<file path="src/rtl/seven_seg_pkg.sv">
// Shared types and constants for the seven-segment scan controller and its decoder.
// Holds the scan state encoding, the all-segments-off pattern and the digit widths.
package seven_seg_pkg;

   typedef enum logic [1:0] {
      IDLE  = 2'd0,
      GUARD = 2'd1,
      SHOW  = 2'd2
   } scan_state_t;

   localparam logic [6:0] SEG_OFF  = 7'h7F;
   localparam int         NIBBLE_W = 4;
   localparam int         SEG_W    = 7;

endpackage

</file>
<file path="src/rtl/seven_seg_decoder.sv">
// Hex nibble to active-low {A,B,C,D,E,F,G} segment pattern; purely combinational.
// Zero latency, no handshake: the output follows x3..x0 within the same cycle.
module seven_seg_decoder
   import seven_seg_pkg::*;
(
   input  logic             x3,
   input  logic             x2,
   input  logic             x1,
   input  logic             x0,
   output logic [SEG_W-1:0] seg_n
);

   logic [NIBBLE_W-1:0] nib;

   assign nib = {x3, x2, x1, x0};

   always_comb begin
      seg_n = SEG_OFF;
      case (nib)
         4'h0: seg_n = 7'h01;
         4'h1: seg_n = 7'h4F;
         4'h2: seg_n = 7'h12;
         4'h3: seg_n = 7'h06;
         4'h4: seg_n = 7'h4C;
         4'h5: seg_n = 7'h24;
         4'h6: seg_n = 7'h20;
         4'h7: seg_n = 7'h0F;
         4'h8: seg_n = 7'h00;
         4'h9: seg_n = 7'h04;
         4'hA: seg_n = 7'h08;
         4'hB: seg_n = 7'h60;
         4'hC: seg_n = 7'h31;
         4'hD: seg_n = 7'h42;
         4'hE: seg_n = 7'h30;
         4'hF: seg_n = 7'h38;
         default: seg_n = SEG_OFF;
      endcase
   end

endmodule

</file>
<file path="src/rtl/seven_seg_scan_ctrl.sv">
// Multiplexed common-anode display scanner: GUARD/SHOW slots per digit, outputs one cycle behind state,
// loads shadowed until the frame boundary; SEVEN_SEG_LZ_BLANK_EN compiles in leading-zero blanking.
module seven_seg_scan_ctrl
   import seven_seg_pkg::*;
#(
   parameter int NUM_DIGITS   = 4,
   parameter int PRESCALE     = 50000,
   parameter int BLANK_CYCLES = 1000
) (
   input  logic                           clk,
   input  logic                           reset,
   input  logic                           enable,
   input  logic                           load,
   input  logic [NIBBLE_W*NUM_DIGITS-1:0] data_in,
   input  logic [NUM_DIGITS-1:0]          dp_in,
   output logic [NUM_DIGITS-1:0]          an_n,
   output logic [SEG_W-1:0]               seg_n,
   output logic                           dp_n,
   output logic                           frame_done,
   output logic                           load_pending
);

   localparam int CNT_MAX = (PRESCALE > BLANK_CYCLES) ? PRESCALE : BLANK_CYCLES;
   localparam int CNT_W   = $clog2(CNT_MAX + 1);
   localparam int IDX_W   = $clog2(NUM_DIGITS);

   scan_state_t                              state_q, state_d;
   logic [IDX_W-1:0]                         idx_q, idx_d;
   logic [CNT_W-1:0]                         cnt_q, cnt_d;
   logic [NUM_DIGITS-1:0][NIBBLE_W-1:0]      shd_data_q, shd_data_d, dsp_data_q, dsp_data_d;
   logic [NUM_DIGITS-1:0]                    shd_dp_q, shd_dp_d, dsp_dp_q, dsp_dp_d;
   logic                                     load_pending_q, load_pending_d;
   logic                                     frame_done_q, frame_done_d;
   logic [NUM_DIGITS-1:0]                    an_n_q, an_n_d;
   logic                                     dp_n_q, dp_n_d;
   logic                                     show_q, show_d;
   logic [NIBBLE_W-1:0]                      nib_q, nib_d;
   logic                                     guard_last, show_last, at_boundary;
   logic                                     digit_blank, lit;
   logic [SEG_W-1:0]                         dec_seg_n;

   assign guard_last  = (cnt_q == CNT_W'(BLANK_CYCLES - 1));
   assign show_last   = (cnt_q == CNT_W'(PRESCALE - 1));
   assign at_boundary = (state_q == SHOW) && show_last && (idx_q == IDX_W'(NUM_DIGITS - 1)) && enable;

`ifdef SEVEN_SEG_LZ_BLANK_EN
   logic zero_run;

   // A digit is dark when it and every more-significant display nibble are zero.
   always_comb begin
      digit_blank = 1'b0;
      zero_run    = 1'b1;
      for (int i = NUM_DIGITS - 1; i >= 1; i--) begin
         zero_run = zero_run & (dsp_data_q[i] == '0);
         if (IDX_W'(i) == idx_q) digit_blank = zero_run;
      end
   end
`else
   assign digit_blank = 1'b0;
`endif

   always_ff @(posedge clk) begin
      if (reset) begin
         state_q        <= IDLE;
         idx_q          <= '0;
         cnt_q          <= '0;
         shd_data_q     <= '0;
         shd_dp_q       <= '0;
         dsp_data_q     <= '0;
         dsp_dp_q       <= '0;
         load_pending_q <= 1'b0;
         frame_done_q   <= 1'b0;
         an_n_q         <= '1;
         dp_n_q         <= 1'b1;
         show_q         <= 1'b0;
         nib_q          <= '0;
      end else begin
         state_q        <= state_d;
         idx_q          <= idx_d;
         cnt_q          <= cnt_d;
         shd_data_q     <= shd_data_d;
         shd_dp_q       <= shd_dp_d;
         dsp_data_q     <= dsp_data_d;
         dsp_dp_q       <= dsp_dp_d;
         load_pending_q <= load_pending_d;
         frame_done_q   <= frame_done_d;
         an_n_q         <= an_n_d;
         dp_n_q         <= dp_n_d;
         show_q         <= show_d;
         nib_q          <= nib_d;
      end
   end

   always_comb begin : next_state
      state_d        = state_q;
      idx_d          = idx_q;
      cnt_d          = cnt_q;
      shd_data_d     = shd_data_q;
      shd_dp_d       = shd_dp_q;
      dsp_data_d     = dsp_data_q;
      dsp_dp_d       = dsp_dp_q;
      load_pending_d = load_pending_q;
      frame_done_d   = at_boundary;

      if (!enable) begin
         state_d = IDLE;
         idx_d   = '0;
         cnt_d   = '0;
      end else begin
         case (state_q)
            IDLE: begin
               state_d = GUARD;
               cnt_d   = '0;
            end
            GUARD: begin
               if (guard_last) begin
                  state_d = SHOW;
                  cnt_d   = '0;
               end else begin
                  cnt_d = cnt_q + CNT_W'(1);
               end
            end
            SHOW: begin
               if (show_last) begin
                  state_d = GUARD;
                  cnt_d   = '0;
                  idx_d   = (idx_q == IDX_W'(NUM_DIGITS - 1)) ? '0 : idx_q + IDX_W'(1);
               end else begin
                  cnt_d = cnt_q + CNT_W'(1);
               end
            end
            default: begin
               state_d = IDLE;
               idx_d   = '0;
               cnt_d   = '0;
            end
         endcase
      end

      if (load) begin
         shd_data_d = data_in;
         shd_dp_d   = dp_in;
      end

      // A load landing on the boundary, or while idle, bypasses the shadow stage.
      if (at_boundary) begin
         dsp_data_d     = load ? data_in : shd_data_q;
         dsp_dp_d       = load ? dp_in   : shd_dp_q;
         load_pending_d = 1'b0;
      end else if (load) begin
         if (state_q == IDLE) begin
            dsp_data_d     = data_in;
            dsp_dp_d       = dp_in;
            load_pending_d = 1'b0;
         end else begin
            load_pending_d = 1'b1;
         end
      end
   end

   always_comb begin : outputs
      show_d = (state_q == SHOW) && enable;
      lit    = show_d && !digit_blank;
      an_n_d = '1;
      if (lit) an_n_d[idx_q] = 1'b0;
      dp_n_d = lit ? ~dsp_dp_q[idx_q] : 1'b1;
      nib_d  = dsp_data_q[idx_q];
   end

   seven_seg_decoder u_dec (
      .x3    (nib_q[3]),
      .x2    (nib_q[2]),
      .x1    (nib_q[1]),
      .x0    (nib_q[0]),
      .seg_n (dec_seg_n)
   );

   assign an_n         = an_n_q;
   assign seg_n        = show_q ? dec_seg_n : SEG_OFF;
   assign dp_n         = dp_n_q;
   assign frame_done   = frame_done_q;
   assign load_pending = load_pending_q;

endmodule

</file>
<file path="config.mk">
export PLATFORM = sky130hd
export DESIGN_NAME = seven_seg_scan_ctrl
export DESIGN_NICKNAME = d
export VERILOG_FILES = /design/src/rtl/seven_seg_pkg.sv /design/src/rtl/seven_seg_decoder.sv /design/src/rtl/seven_seg_scan_ctrl.sv
export SDC_FILE = /design/constraint.sdc
export NUM_CORES = 1
export LEC_CHECK = 0
export ABC_CLOCK_PERIOD_IN_PS = 3000
export BUFFER_PORTS_ARGS = -buffer_cell sky130_fd_sc_hd__buf_2
export CORE_ASPECT_RATIO = 0.6
export CORE_MARGIN = 4
export CORE_UTILIZATION = 45
export DETAILED_ROUTE_END_ITERATION = 10
export MAX_ROUTING_LAYER = met4
export PLACE_DENSITY_LB_ADDON = 0.2
export SETUP_SLACK_MARGIN = 0.05
export SLEW_MARGIN = 20
export SYNTH_ARGS = -nofsm -noshare
export SYNTH_HDL_FRONTEND = slang
export SYNTH_HIERARCHICAL = 1
export SYNTH_SLANG_ARGS = --single-unit
</file>
<file path="constraint.sdc">
create_clock -name clk -period 3 [get_ports clk]
set_clock_uncertainty 0.05 [all_clocks]
set_input_delay 0.15 -clock clk [delete_from_list [all_inputs] [get_ports clk]]
set_output_delay 0.15 -clock clk [all_outputs]
set_load 0.02 [all_outputs]
</file>
* After elaboration in Yosys (flattened, before gate mapping)
Memory sizes are Yosys's and may differ from the RTL's. A register that Yosys moved wholly into a read port is not among the register bits.
Index checks and enable logic that the tools add are counted.
** Operators by class
- $add $sub $neg :: 2
- Equality and inequality tests :: 7
- Bitwise gates (word level) :: 5
- $lt $le $gt $ge :: 2
- Reductions and logical operators :: 15
- Muxes and demuxes :: 26
** Operator list (number)
- two-way mux 16 bit :: 6
- one-hot mux 16 bit (2 select lines) :: 1
- two-way mux 4 bit :: 6
- adder 16 x 1 -> 16 bit, second input constant :: 1
- equality test 16 x 10 -> 1 bit, second input constant :: 1
- equality test 16 bit, second input constant :: 1
- binary-select mux 4 bit (select 2 bit) :: 1
- two-way mux 2 bit :: 4
- OR reduction 2 bit :: 4
- two-way mux 7 bit :: 1
- one-hot mux 2 bit (3 select lines) :: 1
- AND reduction 2 bit :: 3
- logical AND 1 bit :: 5
- equality test 2 bit, second input constant :: 2
- inequality test 2 bit, second input constant :: 2
- NOT 1 bit :: 4
- NOT 4 bit :: 1
- one-hot mux 2 bit (2 select lines) :: 1
- nonzero test 2 bit :: 2
- less-than comparator 2 x 3 -> 1 bit, second input constant :: 1
- two-way mux 1 bit :: 3
- adder 2 x 1 -> 2 bit, second input constant :: 1
- binary-select mux 1 bit (select 2 bit) :: 1
- demux 1 bit (select 2 bit) :: 1
- 3 further kinds :: 3
** Word-level totals
- Word-level logic and storage cells :: 76
- Memory bits (read-only) :: 112
- Input port bits :: 24
- Flip-flop bits (word level) :: 68
- Output and inout port bits :: 14
- Memories :: 1
** Memory list
- (no name shown) :: words 16, width 7, read ports 1, clocked after Yosys merged registers in 1, wr ports 0, RTL line seven_seg_decoder.sv:19 : case (nib)

* Longest topological paths before layout
Gate-level depths: netlist (run 1).
- Depth in word-level cells :: 6
- Depth in mapped cells :: 8
- Mapped depth without buffers :: 6

* Modules after synthesis
Netlist (run 1), hierarchy kept.
** By module, submodules not included
- seven_seg_scan_ctrl :: instances 1, sequential area each 1441.4 sq um, cells each 353, area an instance 3390.8 sq um
- seven_seg_decoder :: instances 1, sequential area each 0.0 sq um, cells each 35, area an instance 265.3 sq um

* Worst setup path before layout (run 1)
No wires, ideal clock.
- Kind :: reg2reg
- Start :: register cnt_q[10]
- End :: register cnt_q[0]
- Data arrival time :: 1.897 ns
- Library setup time :: 0.121 ns
- Stages on the path, launching flop included :: 7
- Path slack :: 0.932 ns
- Cell sequence :: dfxtp_1 buf_6 or3_4 or3_4 o41ai_4 buf_6 a211oi_1
** On the way
- Cells in the longest elaborated chain, start to end :: 3
** Ends and longest elaborated chain
- from (decl) :: RTL line seven_seg_scan_ctrl.sv:29 : logic [CNT_W-1:0] cnt_q, cnt_d;
- from (signal assigned) :: RTL line seven_seg_scan_ctrl.sv:80 : cnt_q <= cnt_d;
- equality test 16 bit or equality test 16 x 10 -> 1 bit (tied branches) :: RTL line seven_seg_scan_ctrl.sv:43, seven_seg_scan_ctrl.sv:42
- two-way mux 16 bit (on tied branches) :: RTL line seven_seg_scan_ctrl.sv:124, seven_seg_scan_ctrl.sv:116
- one-hot mux 16 bit (2 select lines) (*) :: RTL line seven_seg_scan_ctrl.sv:110 : case (state_q)
Mark *: on every way between the ends. The rest lies on a longest branch, timed or not.
A chain may end at the register's enable or synchronous reset.

* Worst setup path after layout (run 1)
- Start :: register cnt_q[10]
- End :: register cnt_q[15]
** On the way
- Cells in the longest elaborated chain, start to end :: 3
** Ends and longest elaborated chain (RTL line)
- adder 16 x 1 -> 16 bit (tied with other cells) :: seven_seg_scan_ctrl.sv:120, seven_seg_scan_ctrl.sv:129
- two-way mux 16 bit (on tied branches) :: seven_seg_scan_ctrl.sv:124, seven_seg_scan_ctrl.sv:116
- one-hot mux 16 bit (2 select lines) (*) :: seven_seg_scan_ctrl.sv:110
Marked as above.

==> qor.csv, run 1 <==
stage,metric,value,unit
status,status,"complete, no violations",
sta,"Slew Viols, Final",0,
finish,area growth from synthesis to layout,13.6,%
sta,RSZ-0062 raised after global routing,false,
yosys,"Net Count, Synth",427,
finish,layout cells sized above 1,21.8,%
power_and_ir_drop,maximum VDD drop,0.000301,V
detailed_routing,total wire length,7880,um
sta,Worst slew margin,50.9,%
yosys,Post-Synthesis Cells,388,
grt,met2 GRT Util,24.6,%
setup_path,Critical Path Start Type,register,
grt,GRT overflow,0,
yosys,synthesized area per cell,9.42,sq um
power_and_ir_drop,PwrDens,535,mW/mm^2
clock_network,# hold bufs at CTS,0,
yosys,post-synth top area share,39.4,%
detailed_routing,Final ANT Viol Nets,0,
sta,period utilisation layout,74.6,%
grt,vias in the first global route,2737,
floorplan,# rows,25,
floorplan,core footprint,0.00788,sq mm
grt,Tot GR Track Use,17.8,%
sta,Setup TNS Final,0,ns
grt,met3 Use GR,6.19,%
yosys,Yosys reg bits,72,
setup_path,cell class contributing the biggest share of worst-path delay,simple AND/OR/NAND/NOR gates,
detailed_routing,Avg WL per Cell,15.0,um
setup_path,Critical Path Sink Type,register,
sta,Slew @ Worst Pin,0.735,ns
run,Max-Cap Viols,0,
detailed_routing,Vias,2790,
power_and_ir_drop,LEAKAGE,1.54,nW
setup_path,CP dominant cell by count,or3_4,
yosys,YS warnings,6,
place,pre-CTS WS,0.798,ns
yosys,Unique masters post-synth,52,
clock_network,clock buffer depth,2,
sta,fmax,0.447,GHz
setup_path,Worst EP required,3.13,ns
yosys,Post-Syn Area,0.00366,sq mm
clock_network,root buf cell,clkbuf_16,
floorplan,Die W,124,um
setup_path,Critical Path AT,2.37,ns
clock_network,Worst-path clk slew,0.06,ns
detailed_routing,DR vias/cell,5.30,
sta,Final min period,2.24,ns
clock_network,CTS tree,done,
setup_path,crit path max fanout,13,
sta,WHS,0.0503,ns
finish,post-route insts no fill,526,
detailed_routing,1st-pass router iterations,5,
setup_path,critical path type,reg -> reg,
grt,largest net degree at the start of global routing,48,
floorplan,Die H,77.8,um
grt,first-pass GRT wire length,13300,um
place,Inst Count DP,511,
clock_network,Post-CTS Setup Inserts,0,
setup_path,Bufs and invs on worst path,1,
grt,initial antenna violation count,0,
worst_hold_path,type of the tightest min-delay check,in -> reg,
yosys,synth top area cells,"dfxtp_1 39%, mux2_2 6.5%, mux2i_1 5.7%",
setup_path,worst-path cell chain,"or3_4, or3_4, o41ai_4, buf_4, a221oi_1",
setup_path,"slowest stage delay, CP",0.49,ns
sta,final worst slack,0.763,ns
floorplan,die footprint,0.00968,sq mm
grt,global route hottest layer,met2,
yosys,sequential fraction of the synthesis area,39.4,%
detailed_routing,DRC Markers,0,
place,post-DP HPWL,5390,um
detailed_routing,DRT iter0 DRCs,250,
place,GP Congestion,0.886,
clock_network,Inserted Clock Buffers,9,
setup_path,"slowest stage cell, crit path",o41ai_4,
clock_network,latest clock arrival within the worst-skew pair,0.33,ns
floorplan,Initial Util,46.4,%
grt,M1 GR Usage,23.8,%
clock_network,clock sink count,72,
sta,Final Hold Viols,0,
clock_network,Clock H-tree levels,3,
power_and_ir_drop,Pwr Total,2.22,mW
yosys,"area leader, netlist",dfxtp_1,
finish,diodes inserted,0,
place,Port Buf Inserts,37,
sta,Final setup viols,0,
finish,# nets final,453,
floorplan,Top-Level Pins,38,
clock_network,Post-CTS Resized,0,
## cells by family (layout without fill, tap and decap cells)
kind of cell,count (synthesis),in the layout,synth area share (%)
and+or+nand+nor,143,143,20.0
xor gates and xnor gates,13,13,3.11
AOI/OAI and AO/OA,56,56,11.0
muxes,48,48,15.7
buffers and inverters,41,71,5.65
adders and majority gates,15,15,5.13
DFF,72,72,39.4
## synthesized netlist by cell type (all sizes together)
cell     number
xnor2        11
dfxtp        72
mux2         22
nor2         26
nand2b        7
o41ai         2
nor3          5
a21oi        21
nand2        41
o21a          2
or2b          1
nor2b         6
or3           2
inv          13
or2           1
a31o          1
a221oi        1
and2          1
nand3        30
nand3b        1
a21boi        1
nor4bb        2
nand4         7
mux2i        21
mux4          5
clkbuf       17
o22ai         2
a31oi         1
xor2          2
or4bb         1
nor4b         1
nor3b         1
a211oi       15
nor4          5
nand4b        2
and4b         1
or4           1
o211ai        1
o32ai         1
buf          11
a2111oi       2
o21ai         6
or4b          1
ha           15
## worst paths after layout
| check | from | to | slack (ns) | depth (start not counted) |
|---|---|---|---|---|
| setup / recovery | cnt_q[10] | cnt_q[15] | 0.76 | 5 |
| hold / removal | enable | state_q[0] | 0.05 | 3 |
| setup reg to reg | cnt_q[10] | cnt_q[15] | 0.76 | 5 |
| hold reg to reg | cnt_q[0] | cnt_q[0] | 0.42 | 1 |
## power breakdown
group	switching (mW)	internal [mW]	total [mW]
Combinational	0.0938	0.0765	0.170
Sequential	0.0176	0.993	1.01
Clock	0.382	0.657	1.04
## placed cells by master (no fill, tap or decap), drive strengths merged, types with 13 or more instances in the layout
cell type and count:
mux2 22, a21oi 21, nand3 30, dfxtp 72, mux2i 21, buf 43
nor2 26, inv 13, a211oi 15, nand2 41, ha 15
## through the flow
stage          instance area [sq um]  util (%)
6_report                        4150      52.7
5_1_grt                         4150      52.7
4_1_cts                         4150      52.7
3_5_place_dp                    3860      49.0
3_3_place_gp                    3860      49.0
2_1_floorplan                   3660         -
## per-layer routing
metal | share of wire (%) | wire [um] | vias up
met1 | 51 | 4060 | 1254
met5 | 0 | 0 | -
met3 | 6.6 | 522 | 12
met4 | 1.9 | 150 | 0
li1 | - | - | 1430
met2 | 40 | 3150 | 94
## registers in the layout, indices dropped and copies added, names as in the netlist
signal and flops:
load_pending 1, show_q 1, idx_q 2, dp_n 1
frame_done 1, dsp_dp_q 4, an_n 4, cnt_q 16
dsp_data_q 16, nib_q 4, shd_dp_q 4, state_q 2
shd_data_q 16
## worst reg2reg max path: cells and delay by family (launching register included)
family | cells | cell delay, ns
simple gates | 2 | 0.79
compound gates | 2 | 0.59
flops | 1 | 0.38
buf+inv | 1 | 0.27
## layout make-up
cell class              instances  area, sq um
clock buffers                  11          243
clock inverters                 4         45.0
fillers                       718         3730
multi-input cells             275         2010
inverters                      13         48.8
repair buffers                 43          230
well taps                     108          135
flip-flops and latches         72         1440
(Power assumes the default switching activity.)
==> inputs of run 2 (changes only) <==
ABC_CLOCK_PERIOD_IN_PS = 1800   (was 3000)
clock period = 1.8 ns   (was 3 ns; I/O delays follow)
==> run 2 against run 1 <==
Effect of this change:
- the run now ends with negative setup slack left
- sequential cell count stayed put
- cell count up 10%
- sequential power grew 66%
- final area increased by 17%
- maximum frequency is 17% higher
- register-to-register slack got worse by 0.88 ns
- critical path depth is the same
- core utilization grew 9.1 points
- non-clock buffer count increased by 54
- largest cell class unchanged
- largest power group is now registers
==> qor.csv, run 2 (synthesis results as in run 1) <==
stage,metric,value,unit
floorplan,core footprint,0.00788,sq mm
finish,area growth from synthesis to layout,33.2,%
grt,met3 Use GR,7.08,%
clock_network,Clock H-tree levels,3,
grt,Tot GR Track Use,19.7,%
finish,diodes inserted,0,
setup_path,Critical Path AT,2.08,ns
setup_path,Critical Path Source,cnt_q[4],
grt,first-pass GRT wire length,15000,um
finish,# nets final,507,
sta,RSZ-0062 raised after global routing,true,
detailed_routing,Final ANT Viol Nets,0,
sta,period utilisation layout,106,%
detailed_routing,Vias,3041,
status,violated checks,negative setup slack,
sta,fmax,0.522,GHz
sta,Slew @ Worst Pin,0.503,ns
finish,"commonest non-fill, non-tap cell in the layout",dfxtp_1,
setup_path,reg2reg end,cnt_q[8],
place,Port Buf Inserts,37,
clock_network,Worst-path clk slew,0.05,ns
setup_path,Worst EP required,1.96,ns
sta,Worst slew margin,66.5,%
clock_network,root buf cell,clkbuf_16,
sta,Setup TNS Final,-3.13,ns
grt,vias in the first global route,2950,
setup_path,crit path max fanout,8,
clock_network,CTS tree,done,
detailed_routing,1st-pass router iterations,4,
run,Max-Cap Viols,0,
detailed_routing,DR vias/cell,5.24,
power_and_ir_drop,LEAKAGE,1.86,nW
finish,top flop regs,"cnt_q x16, dsp_data_q x16, shd_data_q x16",
finish,layout cells sized above 1,37.9,%
sta,"Slew Viols, Final",0,
sta,final worst slack,-0.116,ns
grt,M1 GR Usage,27.7,%
status,status,"complete, but fails checks",
floorplan,Top-Level Pins,38,
grt,global route hottest layer,met1,
grt,initial antenna violation count,0,
detailed_routing,DRC Markers,0,
floorplan,# rows,25,
setup_path,FF-to-FF path depth,5,
setup_path,Critical Path Sink Type,register,
setup_path,Critical Path Start Type,register,
floorplan,die footprint,0.00968,sq mm
power_and_ir_drop,maximum VDD drop,0.000483,V
clock_network,clock sink count,72,
sta,Final Hold Viols,0,
setup_path,crit path to,cnt_q[8],
finish,most frequent cells in the layout,"63 x dfxtp_1, 46 x buf_4, 39 x nand2_1",
worst_hold_path,type of the tightest min-delay check,in -> reg,
place,post-DP HPWL,5930,um
floorplan,Die H,77.8,um
sta,Final setup viols,38,
clock_network,latest clock arrival within the worst-skew pair,0.33,ns
clock_network,clock buffer depth,2,
detailed_routing,DRT iter0 DRCs,200,
setup_path,worst r2r src,cnt_q[4],
place,GP Congestion,0.810,
detailed_routing,Avg WL per Cell,15.3,um
finish,final core utilization,61.8,%
setup_path,critical path type,reg -> reg,
finish,Fillers,653,
grt,met2 GRT Util,27.0,%
grt,GRT overflow,0,
sta,Final min period,1.92,ns
detailed_routing,total wire length,8870,um
setup_path,reg2reg setup slack,-0.12,ns
floorplan,Die W,124,um
floorplan,Initial Util,46.4,%
power_and_ir_drop,Pwr Total,3.58,mW
clock_network,Inserted Clock Buffers,9,
power_and_ir_drop,PwrDens,735,mW/mm^2
grt,largest net degree at the start of global routing,48,
run 2: layout make-up:
type                            instances  area (sq um)  area share (%)
Clock buffer                           11           233            4.78
Sequential cell                        72          1460            29.9
Clock inverter                          4          22.5           0.462
Tap cell                              108           135            2.77
Inverter                               13          56.3            1.16
Timing Repair Buffer                   97           748            15.4
Multi-Input combinational cell        275          2220            45.5
run 2: worst min-delay path by stage:
| stage | start | to | slack [ns] | cells past startpoint |
|---|---|---|---|---|
| after global placement | data_in[9] | shd_data_q[9] | 0.34 | 3 |
| after floorplan | enable | state_q[0] | 0.18 | 2 |
| after CTS | data_in[4] | shd_data_q[4] | 0.004 | 3 |
| after global routing | enable | state_q[0] | 0.04 | 3 |
| after detailed placement | data_in[9] | shd_data_q[9] | 0.35 | 3 |
| final | data_in[8] | shd_data_q[8] | 0.005 | 3 |
run 2: metal layers:
metal / up-vias / part of all wire (%) / routed length (um)
met5: - / 0 / 0
met4: 0 / 0.88 / 78
met3: 7 / 6.5 / 577
met2: 82 / 42 / 3710
met1: 1417 / 51 / 4500
li1: 1535 / - / -
run 2: worst max-delay path, stage by stage, from the launching register on:
cell,delay (ns)
dfxtp_2,0.32
or3_4,0.39
or3_4,0.41
o41ai_4,0.32
buf_6,0.22
a211oi_2,0.08
run 2: power breakdown:
part	internal, mW	switching (mW)
clock network	0.917	0.634
logic	0.166	0.180
registers	1.65	0.0313
total	2.74	0.846
run 2: what timing repair did:
action / 4_1_cts / 5_1_grt
endpoints found under the setup margin: 45 / 47
resized for setup: 47 / 26
hold endpoints to repair: 6 / 0
pin swaps: 10 / 5
setup buffers: 10 / 3
cloned: 1 / 0
hold buffers: 6 / 0
run 2: stage by stage:
stage	cell area, sq um	worst slack (ns)	instances	hold WS [ns]
after floorplan	3670	-0.114	388	0.177
after global placement	4170	-0.179	545	0.337
after detailed placement	4170	-0.303	545	0.346
after CTS	4730	-0.103	577	0.00449
after global routing	4870	-0.182	580	0.0353
final	4870	-0.116	580	0.00508
